<file path="config.mk">
export PLATFORM = sky130hd
export DESIGN_NAME = ota_density_decimator_flat
export DESIGN_NICKNAME = d
export VERILOG_FILES = /design/src/rtl/ota_density_decimator_if.sv /design/src/rtl/ota_density_decimator.sv /design/src/flat_wrapper.sv
export SDC_FILE = /design/constraint.sdc
export NUM_CORES = 1
export LEC_CHECK = 0
export CAP_MARGIN = 20
export CORE_ASPECT_RATIO = 2
export CORE_MARGIN = 2
export CORE_UTILIZATION = 60
export DETAILED_ROUTE_END_ITERATION = 10
export GPL_ROUTABILITY_DRIVEN = 0
export GPL_TIMING_DRIVEN = 0
export HOLD_SLACK_MARGIN = 0.05
export PLACE_DENSITY = 0.84
export RECOVER_POWER = 100
export SLEW_MARGIN = 10
export SYNTH_ARGS = -nofsm -noshare
export SYNTH_HDL_FRONTEND = slang
export SYNTH_SLANG_ARGS = --single-unit
</file>
<file path="constraint.sdc">
create_clock -name clk -period 4.7 [get_ports clk]
set_clock_uncertainty 0.05 [all_clocks]
set_input_delay 1.41 -clock clk [delete_from_list [all_inputs] [get_ports clk]]
set_output_delay 1.41 -clock clk [all_outputs]
set_load 0.05 [all_outputs]
</file>
<file path="src/rtl/ota_density_decimator_if.sv">
// Result stream of the density decimator: one-deep valid/ready register carrying
// the ones-density and filtered-edge count of the last completed window.
interface ota_density_decimator_if #(
  parameter int WIN_LOG2 = 6
);
  logic [WIN_LOG2:0] density;
  logic [7:0]        edges;
  logic              density_valid;
  logic              density_ready;

  modport master (
    output density, edges, density_valid,
    input  density_ready
  );

  modport slave (
    input  density, edges, density_valid,
    output density_ready
  );
endinterface

</file>
<file path="src/rtl/ota_density_decimator.sv">
// Comparator back end: 2-flop sync + FILT_LEN glitch filter (2+FILT_LEN clocks), then per-window ones/edge integration.
// Results sit in a one-deep register; a load over an unconsumed result overwrites it and sets sticky overrun.
module ota_density_decimator #(
  parameter int WIN_LOG2 = 6,
  parameter int FILT_LEN = 3
) (
  input  logic clk,
  input  logic rst,
  input  logic cmp_in_i,
  input  logic en_i,
  output logic cmp_filt_o,
  output logic overrun_o,
  output logic busy_o,
  ota_density_decimator_if.master res_o
);
  typedef enum logic [1:0] {IDLE, SETTLE, ACCUM} state_e;

  localparam logic [3:0]          SETTLE_LAST = 4'(FILT_LEN + 1);
  localparam logic [WIN_LOG2-1:0] PHASE_LAST  = '1;

  state_e              state_q, state_d;
  logic                s1_q, s2_q;
  logic [FILT_LEN-1:0] win;
  logic                filt_q, filt_d, filt_prev_q;
  logic [3:0]          settle_q, settle_d;
  logic [WIN_LOG2-1:0] phase_q, phase_d;
  logic [WIN_LOG2:0]   ones_q, ones_d, ones_sum;
  logic [7:0]          edg_q, edg_d, edg_sum;
  logic [WIN_LOG2:0]   dens_q, dens_d;
  logic [7:0]          edges_q, edges_d;
  logic                vld_q, vld_d, ovr_q, ovr_d;

  // The newest of the FILT_LEN filter samples is s2 itself, so only FILT_LEN-1 older ones are stored.
  if (FILT_LEN > 1) begin : g_hist
    logic [FILT_LEN-2:0] old_q;
    assign win = {old_q, s2_q};
    always_ff @(posedge clk) begin
      if (rst) old_q <= '0;
      else     old_q <= win[FILT_LEN-2:0];
    end
  end else begin : g_nohist
    assign win = s2_q;
  end

  always_comb begin
    filt_d = filt_q;
    if (&win)       filt_d = 1'b1;
    else if (~|win) filt_d = 1'b0;
  end

  assign ones_sum = ones_q + (WIN_LOG2 + 1)'(filt_q);
  assign edg_sum  = (filt_q != filt_prev_q && edg_q != 8'hFF) ? edg_q + 8'd1 : edg_q;

  always_comb begin
    state_d  = state_q;
    settle_d = settle_q;
    phase_d  = phase_q;
    ones_d   = ones_q;
    edg_d    = edg_q;
    dens_d   = dens_q;
    edges_d  = edges_q;
    vld_d    = vld_q && !res_o.density_ready;
    ovr_d    = ovr_q;
    if (!en_i) begin
      state_d  = IDLE;
      settle_d = '0;
      phase_d  = '0;
      ones_d   = '0;
      edg_d    = '0;
    end else begin
      case (state_q)
        IDLE: begin
          state_d  = SETTLE;
          settle_d = '0;
        end
        SETTLE: begin
          if (settle_q == SETTLE_LAST) begin
            state_d  = ACCUM;
            settle_d = '0;
          end else begin
            settle_d = settle_q + 4'd1;
          end
        end
        ACCUM: begin
          phase_d = phase_q + WIN_LOG2'(1);
          ones_d  = ones_sum;
          edg_d   = edg_sum;
          if (phase_q == PHASE_LAST) begin
            dens_d  = ones_sum;
            edges_d = edg_sum;
            ones_d  = '0;
            edg_d   = '0;
            ovr_d   = ovr_q | (vld_q & ~res_o.density_ready);
            vld_d   = 1'b1;
          end
        end
        default: state_d = IDLE;
      endcase
    end
  end

  always_ff @(posedge clk) begin
    if (rst) begin
      state_q     <= IDLE;
      s1_q        <= 1'b0;
      s2_q        <= 1'b0;
      filt_q      <= 1'b0;
      filt_prev_q <= 1'b0;
      settle_q    <= '0;
      phase_q     <= '0;
      ones_q      <= '0;
      edg_q       <= '0;
      dens_q      <= '0;
      edges_q     <= '0;
      vld_q       <= 1'b0;
      ovr_q       <= 1'b0;
    end else begin
      state_q     <= state_d;
      s1_q        <= cmp_in_i;
      s2_q        <= s1_q;
      filt_q      <= filt_d;
      filt_prev_q <= filt_q;
      settle_q    <= settle_d;
      phase_q     <= phase_d;
      ones_q      <= ones_d;
      edg_q       <= edg_d;
      dens_q      <= dens_d;
      edges_q     <= edges_d;
      vld_q       <= vld_d;
      ovr_q       <= ovr_d;
    end
  end

  assign cmp_filt_o          = filt_q;
  assign busy_o              = (state_q != IDLE);
  assign overrun_o           = ovr_q;
  assign res_o.density       = dens_q;
  assign res_o.edges         = edges_q;
  assign res_o.density_valid = vld_q;
endmodule

</file>
<file path="src/flat_wrapper.sv">
// flat-port wrapper written by rule: the top's interface ports become plain ports
module ota_density_decimator_flat 
#(
  parameter int WIN_LOG2 = 6,
  parameter int FILT_LEN = 3
)
  (clk, rst, cmp_in_i, en_i, cmp_filt_o, overrun_o, busy_o, res_o_density, res_o_edges, res_o_density_valid, res_o_density_ready);
  ota_density_decimator_if #(.WIN_LOG2(WIN_LOG2)) res_o_i ();
  input  logic clk;
  input  logic rst;
  input  logic cmp_in_i;
  input  logic en_i;
  output logic cmp_filt_o;
  output logic overrun_o;
  output logic busy_o;
  output wire logic [$bits(res_o_i.density)-1:0] res_o_density;
  output wire logic [$bits(res_o_i.edges)-1:0] res_o_edges;
  output wire logic [$bits(res_o_i.density_valid)-1:0] res_o_density_valid;
  input wire logic [$bits(res_o_i.density_ready)-1:0] res_o_density_ready;
  assign res_o_density = res_o_i.density;
  assign res_o_edges = res_o_i.edges;
  assign res_o_density_valid = res_o_i.density_valid;
  assign res_o_i.density_ready = res_o_density_ready;
  ota_density_decimator #(.WIN_LOG2(WIN_LOG2), .FILT_LEN(FILT_LEN)) u_core (.clk(clk), .rst(rst), .cmp_in_i(cmp_in_i), .en_i(en_i), .cmp_filt_o(cmp_filt_o), .overrun_o(overrun_o), .busy_o(busy_o), .res_o(res_o_i));
endmodule
</file>
==> results of run 1 <==
flip-flops by register name, indices dropped and copies added (netlist names):
register,cells
u_core.edg_q,8
u_core.res_o.edges,8
u_core.ones_q,7
u_core.res_o.density,7
u_core.phase_q,6
u_core.settle_q,4
u_core.g_hist.old_q,2
u_core.state_q,2
u_core.cmp_filt_o,1
u_core.filt_prev_q,1
u_core.overrun_o,1
u_core.res_o.density_valid,1
u_core.s1_q,1
u_core.s2_q,1
worst max-delay path: stages, from the launching register on:
cell and delay (ps):
dfxtp_1 450, or2_2 160, dlygate4sd3_1 870
cell type report:
| type | count | area [um2] |
|---|---|---|
| buffer | 16 | 82.6 |
| clock buffer | 6 | 82.6 |
| clock inverter | 1 | 30.0 |
| fill | 306 | 1090 |
| inverter | 4 | 15.0 |
| multi-input combinational | 195 | 1210 |
| sequential | 50 | 1000 |
| tap | 51 | 63.8 |
| timing repair buffer | 23 | 230 |
cells by family (layout without fill, tap and decap cells):
group,count (synthesis),in the layout,synth area share [%]
muxes,1,1,0.427
buffers and inverters,20,50,4.96
AOI/OAI and AO/OA,73,73,20.9
adders and majority gates,6,6,3.20
DFF,50,50,42.7
and+or+nand+nor,101,101,22.6
xor gates and xnor gates,14,14,5.23
metrics by stage:
step           hold WS, ps  worst slack, ps
2_1_floorplan          364             2410
3_3_place_gp           376             1660
3_5_place_dp           387             1650
4_1_cts                398             1530
5_1_grt                424             1410
6_report               391             1460
layer usage:
metal  share of wire (%)  wire length (um)
met1                  38              2030
met2                  56              2950
met3                 3.0               161
met4                 2.8               146
met5                   0                 0
power groups by stage:
| stage | clock (uW) | sequential [uW] | combinational [uW] |
|---|---|---|---|
| CTS | 312 | 426 | 22.4 |
| detailed placement | 0 | 436 | 22.3 |
| global route | 324 | 427 | 23.5 |
| floorplan | 0 | 436 | 13.0 |
| global placement | 0 | 436 | 22.0 |
| finish | 308 | 426 | 21.5 |
how the worst min path moves through the flow:
| stage | startpoint | end | slack [ps] | cells after the start |
|---|---|---|---|---|
| floorplan | u_core.s1_q | u_core.s2_q | 360 | 1 |
| global placement | u_core.g_hist.old_q[1] | u_core.cmp_filt_o | 380 | 2 |
| detailed placement | u_core.g_hist.old_q[1] | u_core.cmp_filt_o | 390 | 2 |
| CTS | u_core.g_hist.old_q[1] | u_core.cmp_filt_o | 400 | 2 |
| global route | u_core.g_hist.old_q[1] | u_core.cmp_filt_o | 420 | 2 |
| finish | u_core.g_hist.old_q[1] | u_core.cmp_filt_o | 390 | 2 |
placed cells by master, fill, tap and decap left out, types with 6 or more instances in the layout:
cell type      instances
xor2_1                10
o21ai_0               12
a21oi_1               26
nand2_1               29
clkbuf_8               6
clkbuf_1              10
dfxtp_1               50
nor2b_1                8
nor2_1                16
dlygate4sd3_1         21
a211oi_1               9
ha_1                   6
nand3_1               13
nand4_1                7
==> metrics.csv, run 1 <==
stage,metric,value,unit
floorplanning,die_y,92.4,um
clock_tree,cts_buffers,5,
critical_path,crit_type,flip-flop to output pin,
floorplanning,dieWidth,48.2,um
clock_tree,post-cts-setup-buffers,0,
floorplanning,die-area,4450,um2
sta,finalCritPeriodShare,68.9,%
place,place_area,2640,um2
sta,maxClockFrequency,309,MHz
global_route,top_usage_layer,met2,
routing,ant_nets,0,
floorplanning,start_util,61.6,%
clock_tree,cts.clk_slew.worst_paths,80,ps
global_route,overflow,0,
sta,maxSlewHeadroom,65.7,%
global_route,groute.layer.met2.usage,47.5,%
power,pwr-share-clk,40.7,%
power,combPwrFrac,2.8,%
critical_path,path_max_fanout,7,
synthesis,yosysSeqAreaShare,42.7,%
global_route,grt_start_max_net_pins,15,
global_route,grt_use_met3,5.85,%
clock_tree,cts_tree,yes,
hold_path,hold_class,flip-flop to flip-flop,
finish,nets,306,
sta,tightest_slew,513,ps
place,dp_hpwl,3.99,mm
global_route,grt_use_met1,26.4,%
synthesis,synth_most_common_cell,dfxtp_1,
sta,hold_viol_final,0,
routing,wl_per_cell,15.3,um
routing,drt_pass1_iterations,4,
critical_path,crit_start,u_core.state_q[1],
finish,antenna_cells,0,
clock_tree,cts-root-buf,clkbuf_8,
synthesis,yosys_warnings,0,
synthesis,netlist_top_cells_area,"dfxtp_1, a21oi_1, nand2_1",
synthesis,async_reset_ff_share,0,%
place,dp.cells,339,
finish,drive_gt1_share,7.80,%
power,finalPower,756,uW
sta,setup_viol,0,
synthesis,syn_nets,276,
place,portBuffers,23,
finish,fin_util,71.4,%
clock_tree,cts_resized,0,
routing,via_per_inst,5.89,
critical_path,r2r_slack,2430,ps
global_route,grt_pass1_wl,8.71,mm
clock_tree,clockBufferDepth,2,
clock_tree,clk_latency,310,ps
power,internal_power,603,uW
floorplanning,ios,24,
sta,fin_crit,3240,ps
power,ir_worst_vdd,0.258,mV
routing,drt_wl_total,5.29,mm
critical_path,worstSetupEndpointType,output pin,
run,drv_cap,0,
routing,drt_iter0_markers,67,
global_route,gr-usage-all-layers,26.7,%
synthesis,ys.flop_type,dfxtp_1,
finish,areaGrowthSynthToFinish,15.9,%
synthesis,ys_top_cells_by_count,"dfxtp_1, nand2_1, a21oi_1, nor2_1, nand3_1",
clock_tree,clock_sinks,50,
power,switching_share,20.2,%
global_route,grt_pass1_vias,2006,
finish,stdcell_count,346,
sta,rsz0062_at_grt,false,
power,power_density,278,nW/um2
clock_tree,htreeDepth,2,
synthesis,netlist_area,2340,um2
critical_path,r2r_start,u_core.state_q[1],
critical_path,r2r.worst_path.cells,6,
finish,design_area,2720,um2
floorplanning,placementRows,32,
routing,vias,2038,
synthesis,ys_ff_latch,50,
critical_path,cp-endpoint,busy_o,
routing,drc,0,
power,p_leak,0.000996,uW
critical_path,crit_required,3240,ps
synthesis,yosysUniqueCellTypes,45,
power,power_frac_seq,56.4,%
critical_path,regToRegEndpoint,u_core.res_o.edges[7],
clock_tree,ctsHoldBuffers,0,
sta,finalMaxSlewViolations,0,
sta,setup_tns,0,ps
floorplanning,core,3800,um2
critical_path,crit_path_start_kind,flip-flop,
synthesis,yosys.area.top_type,dfxtp_1,
synthesis,syn_avg_cell_area,8.84,um2
synthesis,synth_edf_count,0,
synthesis,synth_top_area_share,42.7,%
status,status,"finished, final reports clean",
global_route,grt_antenna_before_repair,0,
synthesis,netlist_instances,265,
critical_path,worstPathArrival,1780,ps
power,power.switching,153,uW
No activity file was read; power rests on OpenSTA's default activity.
==> run 2, diff against run 1 <==
--- a/config.mk
+++ b/config.mk
@@ -8,12 +8,12 @@
 export CAP_MARGIN = 20
 export CORE_ASPECT_RATIO = 2
 export CORE_MARGIN = 2
-export CORE_UTILIZATION = 60
+export CORE_UTILIZATION = 56
 export DETAILED_ROUTE_END_ITERATION = 10
 export GPL_ROUTABILITY_DRIVEN = 0
 export GPL_TIMING_DRIVEN = 0
 export HOLD_SLACK_MARGIN = 0.05
-export PLACE_DENSITY = 0.84
+export PLACE_DENSITY = 0.79
 export RECOVER_POWER = 100
 export SLEW_MARGIN = 10
 export SYNTH_ARGS = -nofsm -noshare
==> constraint.sdc (replaced) <==
create_clock -name clk -period 3 [get_ports clk]
set_clock_uncertainty 0.05 [all_clocks]
set_input_delay 0.9 -clock clk [delete_from_list [all_inputs] [get_ports clk]]
set_output_delay 0.9 -clock clk [all_outputs]
set_load 0.05 [all_outputs]
==> run 2 against run 1 <==
Cell count is 0.58% higher; register-to-register slack worse by 1700 ps; largest power group unchanged; combinational power is 58% higher; critical endpoint unchanged; clock power is 44% higher; global-route usage is 3.2 points lower; design area is 0.32% higher.
==> metrics.csv, run 2 (same netlist as run 1, synthesis figures left out) <==
stage,metric,value,unit
finish,nets,306,
routing,vias,2027,
sta,finalMaxSlewViolations,0,
critical_path,cp_num_buf_inv,1,
critical_path,r2r_start,u_core.state_q[1],
critical_path,crit_family,buffers and inverters,
clock_tree,cts-root-buf,clkbuf_8,
finish,drive_gt1_share,8.78,%
clock_tree,htreeDepth,2,
routing,drc,0,
global_route,overflow,0,
floorplanning,die_y,95.5,um
routing,via_per_inst,5.82,
critical_path,slowest_delay,860,ps
finish,stdcell_count,348,
sta,maxClockFrequency,369,MHz
global_route,grt_antenna_before_repair,0,
sta,finalCritPeriodShare,90.2,%
clock_tree,clk_latency,300,ps
power,power_density,421,nW/um2
critical_path,path_max_fanout,7,
place,dp_hpwl,3.97,mm
routing,ant_nets,0,
finish,final_common_cell,dfxtp_1,
sta,maxSlewHeadroom,65.2,%
finish,antenna_cells,0,
critical_path,worstSetupEndpointType,output pin,
clock_tree,clock_sinks,50,
sta,tightest_slew,520,ps
power,p_leak,0.000998,uW
finish,layout_common_cells,"dfxtp_1, nand2_1, a21oi_1",
routing,drt_wl_total,5.30,mm
routing,drt_pass1_iterations,4,
critical_path,crit_required,2050,ps
routing,highest_layer,met4,
floorplanning,placementRows,33,
routing,dr_wl_met3,139,um
floorplanning,start_util,57.9,%
critical_path,cpMaxStageDelayCell,dlygate4sd3_1,
clock_tree,clockBufferDepth,2,
global_route,gr-usage-all-layers,23.5,%
sta,rsz0062_at_grt,false,
global_route,grt_start_max_net_pins,15,
global_route,grt_pass1_vias,1899,
sta,setup_viol,0,
critical_path,crit_type,flip-flop to output pin,
critical_path,path_cells,"or2_2, dlygate4sd3_1",
place,portBuffers,23,
finish,areaGrowthSynthToFinish,16.3,%
clock_tree,cts.clk_slew.worst_paths,90,ps
routing,wl_met1,2.08,mm
clock_tree,post-cts-setup-buffers,0,
finish,fin_util,67.3,%
hold_path,hold_class,flip-flop to flip-flop,
sta,fin_crit,2710,ps
power,ir_worst_vdd,0.382,mV
floorplanning,ios,24,
critical_path,worstPathArrival,1760,ps
routing,wl_per_cell,15.2,um
clock_tree,ctsHoldBuffers,0,
floorplanning,die-area,4750,um2
clock_tree,cts_tree,yes,
sta,setup_tns,0,ps
routing,met2WireLength,2.90,mm
sta,hold_viol_final,0,
floorplanning,dieWidth,49.7,um
critical_path,crit_path_start_kind,flip-flop,
floorplanning,core,4050,um2
critical_path,crit_start,u_core.state_q[1],
clock_tree,cts_resized,0,
status,status,"finished, final reports clean",
routing,drt_iter0_markers,46,
run,drv_cap,0,
clock_tree,cts_buffers,5,
global_route,grt_pass1_wl,8.64,mm
place,dp.cells,340,
hold_path,hp-start,u_core.g_hist.old_q[1],
==> run 2: cell types whose count changed in the layout (fill, tap and decap cells not counted), sizes merged <==
| cell | previous run | this run |
|---|---|---|
| bufinv | 1 | 0 |
| clkbuf | 16 | 18 |
==> run 2: worst min-delay path: cells and delay by family, from the launching register on <==
family          cells  cell delay [ps]
compound gates      1               50
flops               1              310
simple gates        1               50
==> run 2: worst paths after layout <==
path	end	cells past startpoint	slack [ps]
min reg2reg	u_core.cmp_filt_o	2	400
max reg2reg	u_core.res_o.edges[7]	6	720
min	u_core.cmp_filt_o	2	400
max	busy_o	2	290
==> run 2: stage by stage <==
stage | area [um2] | hold WS [ps] | power (uW) | worst slack, ps
after floorplan | 2340 | 364 | 703 | 817
after global placement | 2640 | 375 | 718 | 457
after detailed placement | 2640 | 383 | 719 | 414
after CTS | 2750 | 398 | 1160 | 348
after global routing | 2730 | 408 | 1180 | 146
final | 2730 | 395 | 1150 | 293
==> run 2: power breakdown <==
group | total [uW] | switching [uW] | internal [uW]
combinational | 33.9 | 22.6 | 11.3
clock | 445 | 212 | 233
sequential | 668 | 2.00 | 666
==> run 2: cell type report <==
type / count / area [um2]
fillers: 379 / 1320
multi-input cells: 195 / 1220
flip-flops and latches: 50 / 1000
repair buffers: 23 / 230
clock buffers: 8 / 110
plain buffers: 16 / 82.6
well taps: 52 / 65.1
inverters: 4 / 15.0
==> run 2: routing by layer <==
metal	up-vias	global-route usage (%)
li1	1012	-
met1	951	23.8
met2	46	45.0
met3	18	3.92
met4	0	11.3
met5	-	0
